[src/rtl/sha_feeder_pkg.sv]
// Shared types and sizes for the SHA-256 message feeder and its digest serializer.
package sha_feeder_pkg;

   typedef enum logic [2:0] {
      IDLE     = 3'd0,
      FILL     = 3'd1,
      SEND     = 3'd2,
      WAIT_DIG = 3'd3,
      OUT      = 3'd4
   } state_t;

   localparam int DATA_W    = 32;
   localparam int BLK_WORDS = 16;
   localparam int DIG_WORDS = 8;
   localparam int BLK_W     = 512;
   localparam int DIG_W     = 256;
   localparam int LEN_W     = 64;

endpackage

[src/rtl/sha_dig_ser.sv]
// Captures the 256-bit digest from the hash core and streams it out as eight
// 32-bit words, H0 first, with a valid/ready handshake.
module sha_dig_ser
   import sha_feeder_pkg::*;
(
   input  logic              clk,
   input  logic              rst_n,
   input  logic              cap_en,
   input  logic              dig_valid,
   input  logic [DIG_W-1:0]  dig_data,
   input  logic              m_ready,
   output logic              m_valid,
   output logic [DATA_W-1:0] m_data,
   output logic              m_last,
   output logic              done
);

   logic [DIG_W-1:0] dig_p0;
   logic [2:0]       idx_p0;
   logic             vld_p0;
   logic             word_fire;
   logic             idx_last;

   assign word_fire = vld_p0 & m_ready;
   assign idx_last  = (idx_p0 == 3'(DIG_WORDS - 1));

   // p0: digest register and word index; capture only when the top is waiting for it
   always_ff @(posedge clk) begin
      if (!rst_n) begin
         dig_p0 <= '0;
         idx_p0 <= '0;
         vld_p0 <= 1'b0;
      end else if (cap_en && dig_valid) begin
         dig_p0 <= dig_data;
         idx_p0 <= '0;
         vld_p0 <= 1'b1;
      end else if (word_fire) begin
         idx_p0 <= idx_p0 + 3'd1;
         if (idx_last) begin
            vld_p0 <= 1'b0;
         end
      end
   end

   assign m_valid = vld_p0;
   assign m_data  = dig_p0[DIG_W-1 - DATA_W*int'(idx_p0) -: DATA_W];
   assign m_last  = vld_p0 & idx_last;
   assign done    = word_fire & idx_last;

endmodule

[src/rtl/sha_msg_feeder.sv]
// Packs 32-bit host words into 512-bit blocks for a SHA-256 core and returns the digest
// as eight words. Define SHA_FEEDER_BSWAP_EN to take host bytes little-endian (first byte in [7:0]).
module sha_msg_feeder
   import sha_feeder_pkg::*;
(
   input  logic              clk,
   input  logic              rst_n,
   input  logic              s_valid,
   output logic              s_ready,
   input  logic [DATA_W-1:0] s_data,
   input  logic              s_last,
   input  logic [1:0]        s_last_bytes,
   output logic              blk_valid,
   input  logic              blk_ready,
   output logic [BLK_W-1:0]  blk_data,
   output logic              blk_last,
   output logic [LEN_W-1:0]  blk_msg_len,
   input  logic              dig_valid,
   input  logic [DIG_W-1:0]  dig_data,
   output logic              m_valid,
   input  logic              m_ready,
   output logic [DATA_W-1:0] m_data,
   output logic              m_last,
   output logic              busy
);

   state_t                 state;
   logic [3:0]             wcnt;
   logic [LEN_W-4:0]       byte_cnt;
   logic [BLK_W-1:0]       blk_p0;
   logic                   blk_last_p0;

   logic                   s_fire;
   logic                   ser_done;
   logic [DATA_W-1:0]      word_in;
   logic [DATA_W-1:0]      word_msk;
   logic [2:0]             word_bytes;
   logic [LEN_W-4:0]       byte_base;

   // Keep the leading nb bytes of a word; nb = 0 means the whole word is valid.
   function automatic logic [DATA_W-1:0] keep_bytes(input logic [DATA_W-1:0] w,
                                                    input logic [1:0]        nb);
      case (nb)
         2'd1:    keep_bytes = {w[31:24], 24'h000000};
         2'd2:    keep_bytes = {w[31:16], 16'h0000};
         2'd3:    keep_bytes = {w[31:8],  8'h00};
         default: keep_bytes = w;
      endcase
   endfunction

`ifdef SHA_FEEDER_BSWAP_EN
   function automatic logic [DATA_W-1:0] byte_swap(input logic [DATA_W-1:0] w);
      byte_swap = {w[7:0], w[15:8], w[23:16], w[31:24]};
   endfunction

   assign word_in = byte_swap(s_data);
`else
   assign word_in = s_data;
`endif

   assign word_msk   = s_last ? keep_bytes(word_in, s_last_bytes) : word_in;
   assign word_bytes = (s_last && (s_last_bytes != 2'd0)) ? {1'b0, s_last_bytes} : 3'd4;
   assign byte_base  = (state == IDLE) ? '0 : byte_cnt;

   assign s_ready     = (state == IDLE) || (state == FILL);
   assign s_fire      = s_valid & s_ready;
   assign blk_valid   = (state == SEND);
   assign busy        = (state != IDLE);
   assign blk_data    = blk_p0;
   assign blk_last    = blk_last_p0;
   assign blk_msg_len = blk_last_p0 ? {byte_cnt, 3'b000} : '0;

   // p0: block assembly register, counters and message FSM
   always_ff @(posedge clk) begin
      if (!rst_n) begin
         state       <= IDLE;
         wcnt        <= '0;
         byte_cnt    <= '0;
         blk_p0      <= '0;
         blk_last_p0 <= 1'b0;
      end else begin
         case (state)
            IDLE, FILL: begin
               if (s_fire) begin
                  blk_p0[BLK_W-1 - DATA_W*int'(wcnt) -: DATA_W] <= word_msk;
                  wcnt     <= wcnt + 4'd1;
                  byte_cnt <= byte_base + (LEN_W-3)'(word_bytes);
                  if (s_last || (wcnt == 4'(BLK_WORDS - 1))) begin
                     state       <= SEND;
                     blk_last_p0 <= s_last;
                  end else begin
                     state <= FILL;
                  end
               end else if (state == IDLE) begin
                  byte_cnt <= '0;
               end
            end
            SEND: begin
               // Clearing here leaves zeros in the unfilled words of a short next block.
               if (blk_ready) begin
                  blk_p0      <= '0;
                  wcnt        <= '0;
                  blk_last_p0 <= 1'b0;
                  state       <= blk_last_p0 ? WAIT_DIG : FILL;
               end
            end
            WAIT_DIG: begin
               if (dig_valid) begin
                  state <= OUT;
               end
            end
            OUT: begin
               if (ser_done) begin
                  state <= IDLE;
               end
            end
            default: state <= IDLE;
         endcase
      end
   end

   sha_dig_ser u_dig_ser (
      .clk       (clk),
      .rst_n     (rst_n),
      .cap_en    (state == WAIT_DIG),
      .dig_valid (dig_valid),
      .dig_data  (dig_data),
      .m_ready   (m_ready),
      .m_valid   (m_valid),
      .m_data    (m_data),
      .m_last    (m_last),
      .done      (ser_done)
   );

endmodule

[config.mk]
export PLATFORM = sky130hd
export DESIGN_NAME = sha_msg_feeder
export DESIGN_NICKNAME = d
export VERILOG_FILES = /design/src/rtl/sha_feeder_pkg.sv /design/src/rtl/sha_dig_ser.sv /design/src/rtl/sha_msg_feeder.sv
export SDC_FILE = /design/constraint.sdc
export NUM_CORES = 2
export LEC_CHECK = 0
export ABC_CLOCK_PERIOD_IN_PS = 3400
export CORE_AREA = 2 2 359 361
export DETAILED_ROUTE_END_ITERATION = 8
export DIE_AREA = 0 0 361 363
export PLACE_DENSITY = 0.61
export SYNTH_ARGS = -nofsm -noshare
export SYNTH_HDL_FRONTEND = slang
export SYNTH_SLANG_ARGS = --single-unit
[constraint.sdc]
create_clock -name clk -period 3.4 [get_ports clk]
set_clock_uncertainty 0.05 [all_clocks]
set_input_delay 0.85 -clock clk [delete_from_list [all_inputs] [get_ports clk]]
set_output_delay 0.85 -clock clk [all_outputs]
set_load 0.02 [all_outputs]
* After elaboration in Yosys (flattened, before gate mapping)
Index checks and enable logic that the tools add are counted.
** Word-level totals
- Bits in registers :: 841
- Input port bits :: 297
- Output and inout port bits :: 614
- Logic and storage cells :: 79
** Cells by class
- Add/sub/neg operators :: 6
- Equality and inequality tests :: 14
- Shift operators :: 3
- Muxes and demuxes :: 27
- Bitwise operators :: 5
- Reductions and logical operators :: 16
** Operators by type and width (count)
- 512-bit two-way mux :: 2
- 512-bit one-hot mux with 2 select lines :: 1
- 32-bit by 33-bit variable shift with 543-bit output (first input constant) :: 1
- 32-bit by 33-bit indexed part select with 543-bit output :: 1
- 512-bit bitwise mux :: 1
- 287-bit by 32-bit indexed part select with 32-bit output :: 1
- 61-bit two-way mux :: 2
- 24-bit one-hot mux with 3 select lines :: 1
- 64-bit two-way mux :: 1
- 61-bit by 3-bit adder with 61-bit output :: 1
- 10-bit negator with 33-bit output :: 1
- 24-bit two-way mux :: 1
- 3-bit two-way mux :: 5
- 3-bit one-hot mux with 4 select lines :: 1
- 9-bit by 9-bit subtractor with 10-bit output (first input constant) :: 1
- 8-bit by 8-bit subtractor with 9-bit output (first input constant) :: 1
- 4-bit two-way mux :: 2
- 2-bit inequality test (second input constant) :: 4
- 4-bit one-hot mux with 2 select lines :: 1
- 4-bit AND reduction :: 2
- 2-bit nonzero test :: 4
- 3-bit by 2-bit == test with 1-bit output (second input constant) :: 2
- 3-bit == test (second input constant) :: 2
- 1-bit two-way mux :: 6
- 18 further kinds :: 26

* Longest topological paths before layout
- Depth in word-level cells :: 7
- Mapped depth :: 14
- Depth with buffers taken out :: 11

* Hierarchy
Synthesis repeated with hierarchy kept, for this count alone.
** Unflattened totals
- Cells, all modules :: 3888
- Area, all modules :: 35958.2 um^2
** By module, submodules not included
- sha_msg_feeder :: times used 1, cells an instance 2584, area each 23028.3 um^2, sequential area each 11631.2 um^2
- sha_dig_ser :: times used 1, cells an instance 1304, area each 12929.9 um^2, sequential area each 5205.0 um^2

* Worst setup path before layout
No wires, ideal clock.
- Kind :: input-to-reg
- Start :: input s_last_bytes[1]
- End :: register byte_cnt[35]
- Library setup time :: 0.070 ns
- Arrival time :: 3.530 ns
- Data required time :: 3.280 ns
- Slack :: -0.250 ns
- Stages on the path :: 10
- Buffers on the path :: 3
- Cell sequence :: o21ai_0 -> clkbuf_1 -> clkbuf_1 -> ha_1 -> a21oi_1 -> a21oi_1 -> nand4_1 -> clkbuf_1 -> or4_1 -> a21oi_1
** On the way
- Longest elaborated chain between the ends :: 5
** Ends and longest elaborated chain
- start, declared :: RTL line sha_msg_feeder.sv:12 : input logic [1:0] s_last_bytes,
- 2-bit nonzero test :: RTL line sha_msg_feeder.sv:62 : assign word_bytes = (s_last && (s_last_bytes != 2'd0)) ? {1'b0, s_last_bytes} : 3'd4;
- 1-bit logical AND :: RTL line sha_msg_feeder.sv:62
- 3-bit two-way mux (*) :: RTL line sha_msg_feeder.sv:62
- 61-bit by 3-bit adder with 61-bit output (*) :: RTL line sha_msg_feeder.sv:87 : byte_cnt <= byte_base + (LEN_W-3)'(word_bytes);
- 61-bit two-way mux (*) :: RTL line sha_msg_feeder.sv:84 : if (s_fire) begin
- end signal, assigned :: RTL line sha_msg_feeder.sv:87
- end, declared :: RTL line sha_msg_feeder.sv:29 : logic [LEN_W-4:0] byte_cnt;
Mark *: on every way between the ends. The rest lies on a longest branch, timed or not.
A chain may end at the register's enable or synchronous reset.

* Final worst setup path
- Start :: register u_dig_ser.idx_p0[0]
- End :: output m_data[11]
** On the way
- Longest elaborated chain between the ends :: 2
** Ends and longest elaborated chain
- start, declared :: RTL line sha_dig_ser.sv:19 : logic [2:0] idx_p0;
- start signal, assigned :: RTL line sha_dig_ser.sv:38 : idx_p0 <= idx_p0 + 3'd1;
- 8-bit by 8-bit subtractor with 9-bit output :: RTL line sha_dig_ser.sv:46 : assign m_data = dig_p0[DIG_W-1 - DATA_W*int'(idx_p0) -: DATA_W];
- 287-bit by 32-bit indexed part select with 32-bit output :: RTL line sha_dig_ser.sv:46
- end, declared :: RTL line sha_msg_feeder.sv:22 : output logic [DATA_W-1:0] m_data,
No other way between the ends.

==> results.md <==
- The flow ran to the end, and the final reports show no timing, DRC or antenna violations.
- Along the worst hold path, the cell count comes to 2.
- The number of placed instances, taps included is 5,982.
- The tool flagged a number of max-cap violations equal to 0.
- Setup slack on the worst reg-to-reg path comes out at 0.44 ns.
- TritonCTS built the clock tree.
- The achievable clock frequency is 296 MHz.
- The die area is 131,000 um2.
- After synthesis, the share of flip-flops with an asynchronous set or reset is 0%.
- On the worst path, the slowest cell contributes a delay of 0.49 ns.
- After layout, the worst setup slack is 0.0216 ns.
- The detailed router put a total of 63,600 um of wire on met1.
- The highest layer touched by signal routing is met5.
- The via count of the first global-routing pass was 30.3k.
- For this run, the total global-route usage over all layers was measured as 21.8%.
- The worst hold margin is 0.401 ns.
- The final cycle utilization of the critical path is 99.4%.
- The slowest stage cell on the critical path is sky130_fd_sc_hd__mux4_2.
- Among the stages of the critical path, the cell type that occurs most often is sky130_fd_sc_hd__buf_12.
- The met2 routed wirelength is 67,800 um.
- The worst setup path is launched from a flop.
- From bottom edge to top edge, the die measures 363 um.
- The overflow left after global routing is 0.
- Counting cells, the worst reg-to-reg path comes to 9.
- The detailed router finished its first iteration with 2,989 violations.
- Yosys attributes the largest share of cell area to sky130_fd_sc_hd__dfxtp_1 51%, sky130_fd_sc_hd__nand2_1 7.0%, sky130_fd_sc_hd__a21oi_1 6.0%.
- The total count of max-transition violations in the final report is 0.
- The cell count after synthesis came out at 3,530.
- The net total in the final layout is 4,763.
- The number of distinct library cell variants in the gate-level netlist after synthesis is 65.
- The fraction of layout cells with a size suffix above 1 is 13.7%.
- In this run the number of H-tree levels came out at 3.
- The length of the first detailed-routing pass in iterations is 9.
- The synthesized design contains 0 enable-type register cells.
- The congestion estimate from routability-driven global placement came to 0.917.
- Setup violations remaining at the end of the flow were counted as 0.
- The clock root buffer master is sky130_fd_sc_hd__clkbuf_16.
- The number of failing hold endpoints at the final stage is 0.
- The number of port buffers is 907.
- The wire length on met3 is 13,300 um.
- Yosys printed 0 warnings.
- Averaged over all synthesized cells, the footprint is 9.27 um2.
- The clock sink count is 841.
- Dividing the detail-routed wire length by the instance count gives 24.2 um.
- The portion of the post-synthesis area used by sequential elements is 51.4%.
- The first global-routing pass estimated 212,000 um of wire.
- Data arrives at the worst endpoint at 2.48 ns.
- The actual slew at the worst max-slew pin is 0.873 ns.
- Setup repair after global routing could not meet its margin everywhere.
- The critical path goes through buf_12, buf_12, buf_12, buf_6, mux4_2, mux2_4, buf_6.
- The maximum vdd drop is 0.000462 V.
- The detailed-route wire length is 151,000 um.
- Relative to the synthesized area, the layout overhead comes to 48.5%.
- STA classifies the critical path endpoint as a primary output.
- Entering global routing, the biggest net connects 95 pins.
- The routed layout has 31.8k vias.
- The synthesized design contains 841 register bits.
- The count of cells in the finished layout, fillers not included, comes to 6,218.
- The share of Yosys cell area claimed by the top area cell type is 51.4%.
- The number of nets still failing antenna checks after routing is 0.
- After legalization and detailed placement, the total HPWL measured 110,000 um.
- The die is 361 um wide.
- In the final timing run, aggregate negative setup slack is 0 ns.
- The initial antenna violation count is 32.
- The total power of the final layout is 22.3 mW.
- The via-per-instance ratio is 5.12.
- Summing every instance area after synthesis gives 32,700 um2.
- The worst hold-check path type is reg2reg.
- STA puts the critical path data required time at 2.50 ns.
- Once the floorplan was initialized, standard cells occupied 25.8% of the core.
- The clock passes through at most 3 buffers.
- The core region is 127,000 um2.
- The post-route minimum period is 3.38 ns.
- The number of buffers inserted by hold repair at cts is 0.
- Prior to clock tree synthesis, the placed netlist has a worst setup slack of -0.255 ns.
- The total CTS buffers is 94.
- 911 I/O pins were placed.
- The later-pin clock latency in the skew report is 0.72 ns.
- Clock-pin slew was measured on the worst setup and hold paths at 0.06 ns.
- Summed over all cells, the static leakage comes to 16.8 nW.
- The cell type with the largest total area after synthesis is sky130_fd_sc_hd__dfxtp_1.
- Measured against its own limit, the worst slew margin works out to 41.6%.
- The prevailing post-synth register cell is sky130_fd_sc_hd__dfxtp_1.
- The number of standard-cell rows in the floorplan is 131.
- In the routed design, unresolved DRC markers number 0.
- The setup path with the least slack is of type reg2out.
- Power spread over the standard cell area amounts to 460 nW/um2.
- The highest net fanout along the worst path is 6.
## state kept, by name, indices dropped and copies added (netlist names)
signal             cells
blk_data             512
blk_last               1
byte_cnt              61
state                  3
u_dig_ser.dig_p0     256
u_dig_ser.idx_p0       3
u_dig_ser.m_valid      1
wcnt                   4
## area by class of cell
type	instances	area, um2
fillers	12600	78400
flip-flops and latches	841	16800
multi-input cells	2341	14700
repair buffers	1155	11600
clock buffers	134	2700
well taps	1662	2080
clock inverters	38	527
inverters	21	86.3
diodes	26	65.1
## critical path: cells and delay by family (launching register included)
| family | cells | cell delay [ns] |
|---|---|---|
| muxes | 2 | 0.77 |
| buffers and inverters | 5 | 0.62 |
| DFF | 1 | 0.35 |
## path summary, 6_finish.rpt
check,end,startpoint
worst min register to register,u_dig_ser.dig_p0[24]$_SDFFE_PN0P_,u_dig_ser.dig_p0[24]$_SDFFE_PN0P_
worst max-delay path,m_data[11],u_dig_ser.idx_p0[0]$_SDFFE_PP0P_
worst max register to register,byte_cnt[45]$_SDFFE_PN0N_,state[2]$_SDFFE_PN0P_
worst min-delay path,u_dig_ser.dig_p0[24]$_SDFFE_PN0P_,u_dig_ser.dig_p0[24]$_SDFFE_PN0P_
## stage by stage
stage / util, % / area (um2)
final: 38.2 / 48600
after CTS: 37.9 / 48100
after global placement: 35.4 / 44900
after global routing: 38.2 / 48600
after detailed placement: 35.4 / 44900
after floorplan: - / 32700
## cell usage after synthesis (all sizes together), types with 3 or more instances
library cell	n
nand4	86
xor2	14
a211oi	6
inv	19
clkbuf	248
mux2i	6
ha	11
or2	46
or3b	3
buf	81
a32o	100
xnor2	10
o21ai	10
mux4	64
a22o	192
and2	93
a22oi	98
or4	11
nor4	15
a21o	5
nor3	37
o211ai	7
mux2	35
a21oi	390
nand3	133
a32oi	32
a31oi	3
dfxtp	841
o21a	4
nand2	618
and4	5
nor3b	3
o31ai	12
nor2	235
or3	5
and3	24
a211o	5
## logic make-up after synthesis
| logic type | count (synthesis) | share of synthesized area [%] |
|---|---|---|
| multiplexers | 105 | 5.79 |
| adder cells (fa/ha/maj) | 12 | 0.482 |
| AO/OA/AOI/OAI | 875 | 18.8 |
| XOR/XNOR | 24 | 0.642 |
| flip-flops | 841 | 51.4 |
| AND/OR/NAND/NOR | 1322 | 18.4 |
| buffers and inverters | 350 | 4.38 |
| other | 1 | 0.0115 |
## report_power, final
group          switching, mW  leakage (nW)  internal [mW]
Sequential            0.0474          6.78           9.92
Clock                   4.49          1.59           6.07
Combinational           1.11          8.45          0.690
## placed cells by master, fill, tap and decap left out, types with 10 or more instances in the layout
cell type and n:
sky130_fd_sc_hd__a32oi_1 32, sky130_fd_sc_hd__nor2_2 12, sky130_fd_sc_hd__mux4_2 64, sky130_fd_sc_hd__nand3_1 133
sky130_fd_sc_hd__clkbuf_1 20, sky130_fd_sc_hd__and3_1 24, sky130_fd_sc_hd__buf_2 15, sky130_fd_sc_hd__inv_1 17
sky130_fd_sc_hd__buf_6 15, sky130_fd_sc_hd__nand4_1 86, sky130_fd_sc_hd__and2_1 92, sky130_fd_sc_hd__a22oi_1 98
sky130_fd_sc_hd__nor4_1 15, sky130_fd_sc_hd__nor3_1 26, sky130_fd_sc_hd__clkinv_2 17, sky130_fd_sc_hd__buf_12 56
sky130_fd_sc_hd__a32o_1 100, sky130_fd_sc_hd__diode_2 26, sky130_fd_sc_hd__nand2_1 610, sky130_fd_sc_hd__clkbuf_16 96
sky130_fd_sc_hd__clkbuf_8 20, sky130_fd_sc_hd__nor3_2 11, sky130_fd_sc_hd__or2_0 12, sky130_fd_sc_hd__clkdlybuf4s50_1 872
sky130_fd_sc_hd__o31ai_1 12, sky130_fd_sc_hd__buf_4 186, sky130_fd_sc_hd__mux2_2 27, sky130_fd_sc_hd__nor2_1 223
sky130_fd_sc_hd__xnor2_1 10, sky130_fd_sc_hd__or4_1 11, sky130_fd_sc_hd__ha_1 11, sky130_fd_sc_hd__dfxtp_1 838
sky130_fd_sc_hd__a22o_1 192, sky130_fd_sc_hd__a21oi_1 385, sky130_fd_sc_hd__or2_2 34, sky130_fd_sc_hd__xor2_1 14
## per-layer routing
metal  GRT usage [%]  vias up
li1                -    14500
met1            28.2    15600
met2            33.7     1414
met3            6.31      264
met4            9.39        4
met5               0        -
## what timing repair did
action / 4_1_cts / 5_1_grt
endpoints found under the setup margin: 35 / 26
buffers inserted: 1 / 35
cloned: 0 / 2
resized for setup: 98 / 98
Note: power is estimated with default switching activity, not from simulation.
